File: src/rtl/hdmi_tx_cfg_sequencer.sv
// HDMI transmitter bring-up: hardware reset pulse, power-up wait, then a ROM table of register writes over I2C.
// Outputs are registered from next state; each write holds i2c_req until the master answers with ack or nack.
module hdmi_tx_cfg_sequencer #(
  parameter logic [6:0] SLAVE_ADDR        = 7'h39,
  parameter int         NUM_REGS          = 16,
  parameter int         RST_HOLD_CYCLES   = 1000,
  parameter int         PWRUP_WAIT_CYCLES = 2000000,
  parameter int         RETRY_MAX         = 3,
  parameter bit         AUTO_START        = 1'b1
) (
  input  logic        clk_100m,
  input  logic        rst,
  input  logic        start,
  input  logic        hdmi_int_n,
  output logic        hdmi_tx_rst_n,
  output logic [7:0]  tbl_addr,
  input  logic [15:0] tbl_data,
  output logic        i2c_req,
  output logic [6:0]  i2c_dev_addr,
  output logic [7:0]  i2c_reg,
  output logic [7:0]  i2c_wdata,
  input  logic        i2c_ack,
  input  logic        i2c_nack,
  output logic        video_en,
  output logic        busy,
  output logic        done,
  output logic        error
);

  typedef enum logic [3:0] {
    ST_IDLE,
    ST_RST_ASSERT,
    ST_PWRUP_WAIT,
    ST_FETCH,
    ST_LATCH,
    ST_WRITE,
    ST_RETRY,
    ST_DONE,
    ST_ERROR
  } state_t;

  localparam logic [31:0] RST_LAST   = 32'(RST_HOLD_CYCLES - 1);
  localparam logic [31:0] PWRUP_LAST = 32'(PWRUP_WAIT_CYCLES - 1);
  localparam logic [7:0]  IDX_LAST   = 8'(NUM_REGS - 1);
  localparam logic [3:0]  RETRY_LIM  = 4'(RETRY_MAX);

  state_t      state_q, state_d;
  logic [31:0] cnt_q, cnt_d;
  logic [7:0]  idx_q, idx_d;
  logic [3:0]  retry_q, retry_d;
  logic        hpd_pending_q, hpd_pending_d;
  logic        hpd_meta_q, hpd_meta_d;
  logic        hpd_sync_q, hpd_sync_d;
  logic        hpd_prev_q, hpd_prev_d;
  logic        hdmi_tx_rst_n_q, hdmi_tx_rst_n_d;
  logic [7:0]  tbl_addr_q, tbl_addr_d;
  logic        i2c_req_q, i2c_req_d;
  logic [7:0]  i2c_reg_q, i2c_reg_d;
  logic [7:0]  i2c_wdata_q, i2c_wdata_d;
  logic        video_en_q, video_en_d;
  logic        busy_q, busy_d;
  logic        done_q, done_d;
  logic        error_q, error_d;

  logic hpd_evt;
  logic in_busy;

  // Falling edge of the synchronized interrupt is the hot-plug event.
  assign hpd_evt = hpd_prev_q & ~hpd_sync_q;
  assign in_busy = (state_q inside {ST_RST_ASSERT, ST_PWRUP_WAIT, ST_FETCH,
                                    ST_LATCH, ST_WRITE, ST_RETRY});

  always_comb begin
    state_d       = state_q;
    cnt_d         = cnt_q;
    idx_d         = idx_q;
    retry_d       = retry_q;
    hpd_pending_d = hpd_pending_q | (hpd_evt & in_busy);
    i2c_reg_d     = i2c_reg_q;
    i2c_wdata_d   = i2c_wdata_q;
    tbl_addr_d    = tbl_addr_q;
    hpd_meta_d    = hdmi_int_n;
    hpd_sync_d    = hpd_meta_q;
    hpd_prev_d    = hpd_sync_q;

    case (state_q)
      ST_IDLE: begin
        if (AUTO_START || start) begin
          state_d       = ST_RST_ASSERT;
          cnt_d         = '0;
          hpd_pending_d = 1'b0;
        end
      end
      ST_RST_ASSERT: begin
        if (cnt_q == RST_LAST) begin
          state_d = ST_PWRUP_WAIT;
          cnt_d   = '0;
        end else begin
          cnt_d = cnt_q + 32'd1;
        end
      end
      ST_PWRUP_WAIT: begin
        if (cnt_q == PWRUP_LAST) begin
          state_d = ST_FETCH;
          cnt_d   = '0;
          idx_d   = '0;
        end else begin
          cnt_d = cnt_q + 32'd1;
        end
      end
      ST_FETCH: begin
        state_d = ST_LATCH;
      end
      ST_LATCH: begin
        i2c_reg_d   = tbl_data[15:8];
        i2c_wdata_d = tbl_data[7:0];
        retry_d     = '0;
        state_d     = ST_WRITE;
      end
      ST_WRITE: begin
        // nack takes priority so a glitchy double response is retried.
        if (i2c_nack) begin
          if (retry_q < RETRY_LIM) begin
            retry_d = retry_q + 4'd1;
            state_d = ST_RETRY;
          end else begin
            state_d = ST_ERROR;
          end
        end else if (i2c_ack) begin
          if (idx_q == IDX_LAST) begin
            if (hpd_pending_q || hpd_evt) begin
              state_d       = ST_FETCH;
              idx_d         = '0;
              hpd_pending_d = 1'b0;
            end else begin
              state_d = ST_DONE;
            end
          end else begin
            idx_d   = idx_q + 8'd1;
            state_d = ST_FETCH;
          end
        end
      end
      ST_RETRY: begin
        state_d = ST_WRITE;
      end
      ST_DONE: begin
        if (start) begin
          state_d       = ST_RST_ASSERT;
          cnt_d         = '0;
          hpd_pending_d = 1'b0;
        end else if (hpd_evt || hpd_pending_q) begin
          state_d       = ST_FETCH;
          idx_d         = '0;
          hpd_pending_d = 1'b0;
        end
      end
      ST_ERROR: begin
        if (start) begin
          state_d       = ST_RST_ASSERT;
          cnt_d         = '0;
          hpd_pending_d = 1'b0;
        end
      end
      default: begin
        state_d = ST_IDLE;
      end
    endcase

    hdmi_tx_rst_n_d = !(state_d inside {ST_IDLE, ST_RST_ASSERT});
    i2c_req_d       = (state_d == ST_WRITE);
    video_en_d      = (state_d == ST_DONE);
    done_d          = (state_d == ST_DONE);
    error_d         = (state_d == ST_ERROR);
    busy_d          = (state_d inside {ST_RST_ASSERT, ST_PWRUP_WAIT, ST_FETCH,
                                       ST_LATCH, ST_WRITE, ST_RETRY});
    if (state_d == ST_FETCH) begin
      tbl_addr_d = idx_d;
    end
  end

  always_ff @(posedge clk_100m or posedge rst) begin
    if (rst) begin
      state_q         <= ST_IDLE;
      cnt_q           <= '0;
      idx_q           <= '0;
      retry_q         <= '0;
      hpd_pending_q   <= 1'b0;
      hpd_meta_q      <= 1'b1;
      hpd_sync_q      <= 1'b1;
      hpd_prev_q      <= 1'b1;
      hdmi_tx_rst_n_q <= 1'b0;
      tbl_addr_q      <= '0;
      i2c_req_q       <= 1'b0;
      i2c_reg_q       <= '0;
      i2c_wdata_q     <= '0;
      video_en_q      <= 1'b0;
      busy_q          <= 1'b0;
      done_q          <= 1'b0;
      error_q         <= 1'b0;
    end else begin
      state_q         <= state_d;
      cnt_q           <= cnt_d;
      idx_q           <= idx_d;
      retry_q         <= retry_d;
      hpd_pending_q   <= hpd_pending_d;
      hpd_meta_q      <= hpd_meta_d;
      hpd_sync_q      <= hpd_sync_d;
      hpd_prev_q      <= hpd_prev_d;
      hdmi_tx_rst_n_q <= hdmi_tx_rst_n_d;
      tbl_addr_q      <= tbl_addr_d;
      i2c_req_q       <= i2c_req_d;
      i2c_reg_q       <= i2c_reg_d;
      i2c_wdata_q     <= i2c_wdata_d;
      video_en_q      <= video_en_d;
      busy_q          <= busy_d;
      done_q          <= done_d;
      error_q         <= error_d;
    end
  end

  assign hdmi_tx_rst_n = hdmi_tx_rst_n_q;
  assign tbl_addr      = tbl_addr_q;
  assign i2c_req       = i2c_req_q;
  assign i2c_dev_addr  = SLAVE_ADDR;
  assign i2c_reg       = i2c_reg_q;
  assign i2c_wdata     = i2c_wdata_q;
  assign video_en      = video_en_q;
  assign busy          = busy_q;
  assign done          = done_q;
  assign error         = error_q;

endmodule
File: config.mk
export PLATFORM = sky130hd
export DESIGN_NAME = hdmi_tx_cfg_sequencer
export DESIGN_NICKNAME = d
export VERILOG_FILES = /design/src/rtl/hdmi_tx_cfg_sequencer.sv
export SDC_FILE = /design/constraint.sdc
export NUM_CORES = 1
export LEC_CHECK = 0
export BUFFER_PORTS_ARGS = -buffer_cell sky130_fd_sc_hd__clkbuf_2
export CAP_MARGIN = 20
export CORE_MARGIN = 2
export CORE_UTILIZATION = 45
export CTS_CLUSTER_SIZE = 20
export DETAILED_ROUTE_END_ITERATION = 16
export GPL_ROUTABILITY_DRIVEN = 0
export HOLD_SLACK_MARGIN = 0.05
export PLACE_DENSITY = 0.66
export SETUP_SLACK_MARGIN = 0.3
export SYNTH_ARGS = -nofsm -noshare
export SYNTH_HDL_FRONTEND = slang
export SYNTH_SLANG_ARGS = --single-unit
File: constraint.sdc
create_clock -name clk_100m -period 5.3 [get_ports clk_100m]
set_input_delay 1.06 -clock clk_100m [delete_from_list [all_inputs] [get_ports clk_100m]]
set_output_delay 1.06 -clock clk_100m [all_outputs]
set_load 0.03 [all_outputs]
* Word level (Yosys, flattened, before mapping)
Index checks and enable logic that the tools add are counted.
** Operators by class
- Add/sub/neg operators :: 3
- Magnitude comparators :: 1
- Equal/unequal tests :: 22
- Muxes and demuxes :: 32
- Bitwise gates (word level) :: 4
- Reductions and logical operators :: 13
** Operators with widths (count)
- $pmux W32 S4 :: 1
- $mux W32 :: 3
- $mux W8 :: 6
- $mux W4 :: 11
- $add A32 B1 Y32 const B :: 1
- $eq A32 B10 Y1 const B :: 1
- $eq A32 B21 Y1 const B :: 1
- $eq A4 B3 Y1 const B :: 8
- $pmux W4 S8 :: 1
- $pmux W8 S3 :: 1
- $eq A4 B2 Y1 const B :: 4
- $reduce_bool A6 Y1 :: 2
- $add A8 B1 Y8 const B :: 1
- $eq A4 B1 Y1 const B :: 2
- $eq A4 B4 Y1 const B :: 2
- $eq A8 B4 Y1 const B :: 1
- $logic_not A4 Y1 :: 2
- $pmux W4 S2 :: 1
- $mux W1 :: 6
- $add A4 B1 Y4 const B :: 1
- $lt A4 B2 Y1 const B :: 1
- $ne A2 B1 Y1 const B :: 2
- $pmux W1 S4 :: 1
- $reduce_bool A2 Y1 :: 2
- other kinds (11) :: 13
** Storage, ports and cells
- Register bits :: 81
- Input bits :: 22
- Output and inout bits :: 37
- Logic and storage cells :: 91

* Logic depth before layout (Yosys ltp)
- Depth in word-level cells :: 11
- Mapped depth :: 8
- Depth with buffers taken out :: 7

* Worst setup path after synthesis
Ideal clock, no wire load.
- Path type :: input to register
- From :: input start
- To :: register cnt_q[26]
- Library setup time :: 0.077 ns
- Arrival :: 2.542 ns
- Data required time :: 5.223 ns
- Setup slack :: 2.681 ns
- Cell stages on the path :: 7
- Buffers on the path :: 1
- Cells stage by stage :: nand2b_1 > a21oi_1 > o21ai_1 > a2111o_1 > buf_6 > or4_1 > a21oi_1
** On the way
- Word-level cells in the longest chain between the ends :: 2
** RTL lines
- start: declaration :: line 13 : input logic start,
- $ne A2 B1 Y1 (no source line)
- $reduce_and A2 Y1 (no source line)
- end signal: assignment :: line 203 : cnt_q <= cnt_d;
- end: declaration :: line 48 : logic [31:0] cnt_q, cnt_d;
No other way between the ends.
A chain may end at the register's enable or synchronous reset.

* Worst setup path after layout
- From :: register cnt_q[4]
- To :: register cnt_q[12]
** On the way
- Word-level cells in the longest chain between the ends :: 3
- Elaborated cells on any way between the ends :: 6
- Those cells by class :: add/sub: 1; eq/ne: 2; mux: 3
** RTL lines
- $add A32 B1 Y32 (tied with other cells) :: line 99, 108
- $mux W32, on equally long branches :: line 103, 95
- $pmux W32 S4 (*) :: line 86 : case (state_q)
Mark *: on every way between the ends. The rest lies on a longest branch, timed or not.

==> implementation parameters <==
Parameter                              Value

Cells and area
  Number of inserted diodes ... 0
  Finished Layout Cells ... 588
  Max reg flops ... 32
  Most frequent cells in the layout ... 78 x sky130_fd_sc_hd__dfrtp_1, 51 x sky130_fd_sc_hd__clkbuf_2, 39 x sky130_fd_sc_hd__nor2_1, 37 x sky130_fd_sc_hd__nand2_1, 25 x sky130_fd_sc_hd__a21oi_1
  Most common cell after layout, fill and taps aside ... sky130_fd_sc_hd__dfrtp_1
  Fill cell total of the finished layout ... 817
  Top register by number of flip-flops ... cnt_q
  Final instance area ... between 4000 and 5000 sq um
  Post-synthesis to final-layout area growth ... 12.2%
  Layout cell share with drive strength beyond 1 ... 21.2%
  Number of nets in the final layout ... 497

Global route
  Global-route met2 utilization ... 32.7%
  Met1 capacity usage during global routing ... 24.7%
  Antenna violations before repair ... 0
  Global routing met3 resource utilization ... 4.58%
  Most Crowded Layer GR ... met2
  Total overflow reported by the global router ... 0
  Overall global routing resource usage ... 19.5%
  First-pass GRT wire length ... 16.0 mm
  Number of global-route vias before repair ... 3383
  Largest net degree at the start of global routing ... 45

Worst hold path
  Worst min-delay path endpoint ... hpd_prev_d$_DFF_PP1_
  Number of stages on the worst hold path ... 0
  Class of the tightest hold or removal check ... flop to flop
  Hold_sp ... hpd_meta_q$_DFF_PP1_

Route
  Vias per cell ... about 5.8
  Final routed wirelength across all metal layers ... 9.19 mm
  Avg WL per Cell ... 15.6 um
  Router iterations before antenna repair ... 4
  DRC ... 0
  Iteration-0 DRC Markers ... 158
  Remaining number of nets flagged by the antenna check after routing ... 0
  Routed vias ... about 3.4k

Floorplanning
  Core Region ... 9200 sq um
  Die Wd ... 101 um
  Area of the die ... 10200 sq um
  Number of standard-cell rows in the floorplan ... 35
  Starting Density ... 46.0%
  Vert. Die Dim ... 101 um
  Ports placed on the boundary ... 59

CTS
  Post-CTS setup repair buffer count ... 0
  Clock buffers created by TritonCTS ... 9
  Clock slew at the register clock pins of the worst setup and hold paths ... 0.10 ns
  Hold buffer count at cts ... 0
  Count of cells resized by post-cts repair ... 0
  Sinks on Clock Net ... 81
  Cell at the root of the clock tree ... sky130_fd_sc_hd__clkbuf_8
  Htree depth ... 3
  Later-pin clock latency in the skew report ... 0.35 ns
  TritonCTS clock tree ... built
  Number of buffers on the longest clock path ... 2

Synth
  Number of enable flip-flop cells after synthesis ... 0
  Top flip-flop cell by instance count after synthesis ... sky130_fd_sc_hd__dfrtp_1
  Summed instance area of the synthesized netlist ... 4230 sq um
  Fraction of registers with async set or reset after synthesis ... 100%
  Synthesis warning total ... 0
  Part of the Yosys area used for sequential elements ... 48.0%
  Number of distinct library cells after synthesis ... 55
  Post-Synthesis Cells ... between 400 and 500
  Total of flip-flops plus latches after synthesis ... 81
  Avg Inst Size Synth ... 9.89 sq um

Run
  Max-cap check violation count ... 0

Worst setup path
  Arrival @ worst endpoint ... roughly 3.2 ns
  Reg2reg start ... cnt_q[4]$_DFFE_PP0P_
  WP data required ... 5.49 ns
  Critical path class ... flop to flop
  Critical path capture point type ... flop
  Worst reg2reg setup slack ... roughly 2.3 ns
  End of the worst register-to-register path ... cnt_q[12]$_DFFE_PP0P_
  Startpoint class of the critical path ... flop
  Cell depth of the worst flop-to-flop path ... 6
  Critical path peak fanout ... 23

Power and ir drop
  Reported leakage power ... between 2 and 2.5 nW
  Peak VDD IR ... 0.207 mV
  P per Cell Area ... between 400 and 500 nW/um^2

STA
  Measured slew at the worst slew-check pin ... 0.929 ns
  Max transition margin ... 38.0%
  Period Utilization, post-route ... 57.3%
  Final setup vio count ... 0
  RSZ-0062 raised after global routing ... false
  Final Max Tran Viols ... 0
  Final Critical Period ... between 3 and 4 ns
  Worst Clk Skew ... 0.0169 ns
  TNS Setup ... 0 ns
  Highest attainable clock frequency ... between 300 and 400 MHz
  Hold Fails Final Rpt ... 0

Placement
  Number of cells in the design after placement ... 572
  Count of port buffers added during placement ... 51
  Detailed Place HPWL ... 6.50 mm
  Post-Place Cell Area ... roughly 4500 sq um

Run status
  Status ... complete, no violations
==> cells in the mapped netlist, drive strengths merged, types with 2 or more instances <==
master | instances | area [sq um]
dfrtp | 78 | 1950
nor2 | 40 | 153
nand2 | 37 | 139
a21oi | 25 | 125
o21ai | 22 | 110
mux2 | 19 | 214
xnor2 | 17 | 149
buf | 13 | 96.3
inv | 13 | 48.8
clkbuf | 12 | 45.0
nand3 | 12 | 60.1
and3 | 11 | 68.8
nand4 | 11 | 83.8
a2111oi | 9 | 78.8
nor4 | 9 | 71.3
or4 | 9 | 67.6
nand2b | 7 | 43.8
o31ai | 7 | 52.6
a211oi | 6 | 45.0
nor2b | 6 | 37.5
nor3 | 6 | 41.3
and4 | 5 | 43.8
or3 | 5 | 31.3
a21o | 4 | 30.0
a22o | 3 | 26.3
a31oi | 3 | 18.8
a32oi | 3 | 26.3
a41oi | 3 | 26.3
dfstp | 3 | 78.8
ha | 3 | 37.5
nor3b | 3 | 22.5
a311o | 2 | 20.0
a32o | 2 | 20.0
and2 | 2 | 12.5
and3b | 2 | 17.5
conb | 2 | 7.51
o211ai | 2 | 20.0
o22a | 2 | 17.5
or2 | 2 | 12.5
==> cell families (layout without fill, tap and decap cells) <==
group	Yosys count	after routing	share of synthesized area, %
mux	20	20	5.29
simple gates	171	171	22.3
other cells	2	7	0.177
xor+xnor	17	17	3.52
flops	81	81	48.0
compound gates	96	96	15.3
fa+ha+maj	3	3	0.887
buf+inv	38	82	4.49
==> power breakdown <==
part | switching (W) | internal (W)
Sequential | 0.0000961 | 0.000732
Clock | 0.000250 | 0.000274
Combinational | 0.000475 | 0.000240
==> cell type report <==
class                           count  area, sq um  share of cell area, %
Multi-Input combinational cell    314         2030                   42.8
Clock buffer                        9          124                   2.61
Timing Repair Buffer               53          270                   5.69
Inverter                           13         50.0                   1.05
Sequential cell                    81         2030                   42.8
Clock inverter                      7          105                   2.21
Tap cell                          111          139                   2.92
==> per-layer routing <==
| metal | up-vias | share of wire (%) |
|---|---|---|
| met5 | - | 0 |
| li1 | 1643 | - |
| met2 | 96 | 50 |
| met3 | 6 | 4.0 |
| met1 | 1674 | 45 |
| met4 | 0 | 0.65 |
==> through the flow <==
step / utilization (%) / total power [W] / hold WS [ns] / setup slack [ns]
3_3_place_gp: 49.1 / 0.00154 / 0.346 / 2.25
5_1_grt: 51.6 / 0.00222 / 0.378 / 1.89
2_1_floorplan: - / 0.00139 / 0.345 / 2.16
6_report: 51.6 / 0.00207 / 0.371 / 2.26
3_5_place_dp: 49.2 / 0.00156 / 0.352 / 2.18
4_1_cts: 51.6 / 0.00210 / 0.373 / 2.23
==> worst max path at each step <==
| stage | endpoint | slack, ns | from | cells past startpoint |
|---|---|---|---|---|
| global placement | cnt_q[13]$_DFFE_PP0P_ | 2.25 | start | 7 |
| CTS | cnt_q[12]$_DFFE_PP0P_ | 2.23 | cnt_q[4]$_DFFE_PP0P_ | 6 |
| global route | cnt_q[12]$_DFFE_PP0P_ | 1.89 | cnt_q[4]$_DFFE_PP0P_ | 6 |
| finish | cnt_q[12]$_DFFE_PP0P_ | 2.26 | cnt_q[4]$_DFFE_PP0P_ | 6 |
| detailed placement | cnt_q[12]$_DFFE_PP0P_ | 2.18 | start | 7 |
| floorplan | busy$_DFF_PP0_ | 2.16 | rst | 1 |
==> worst max-delay path, stage by stage, from the launching register on <==
cell and delay (ns):
sky130_fd_sc_hd__dfrtp_1 0.49, sky130_fd_sc_hd__nand4_1 0.34, sky130_fd_sc_hd__or2_2 0.41, sky130_fd_sc_hd__nor4_4 0.49, sky130_fd_sc_hd__o22ai_2 0.26, sky130_fd_sc_hd__nor2_2 0.77
sky130_fd_sc_hd__nor2_1 0.12
Note: power is estimated with default switching activity, not from simulation.
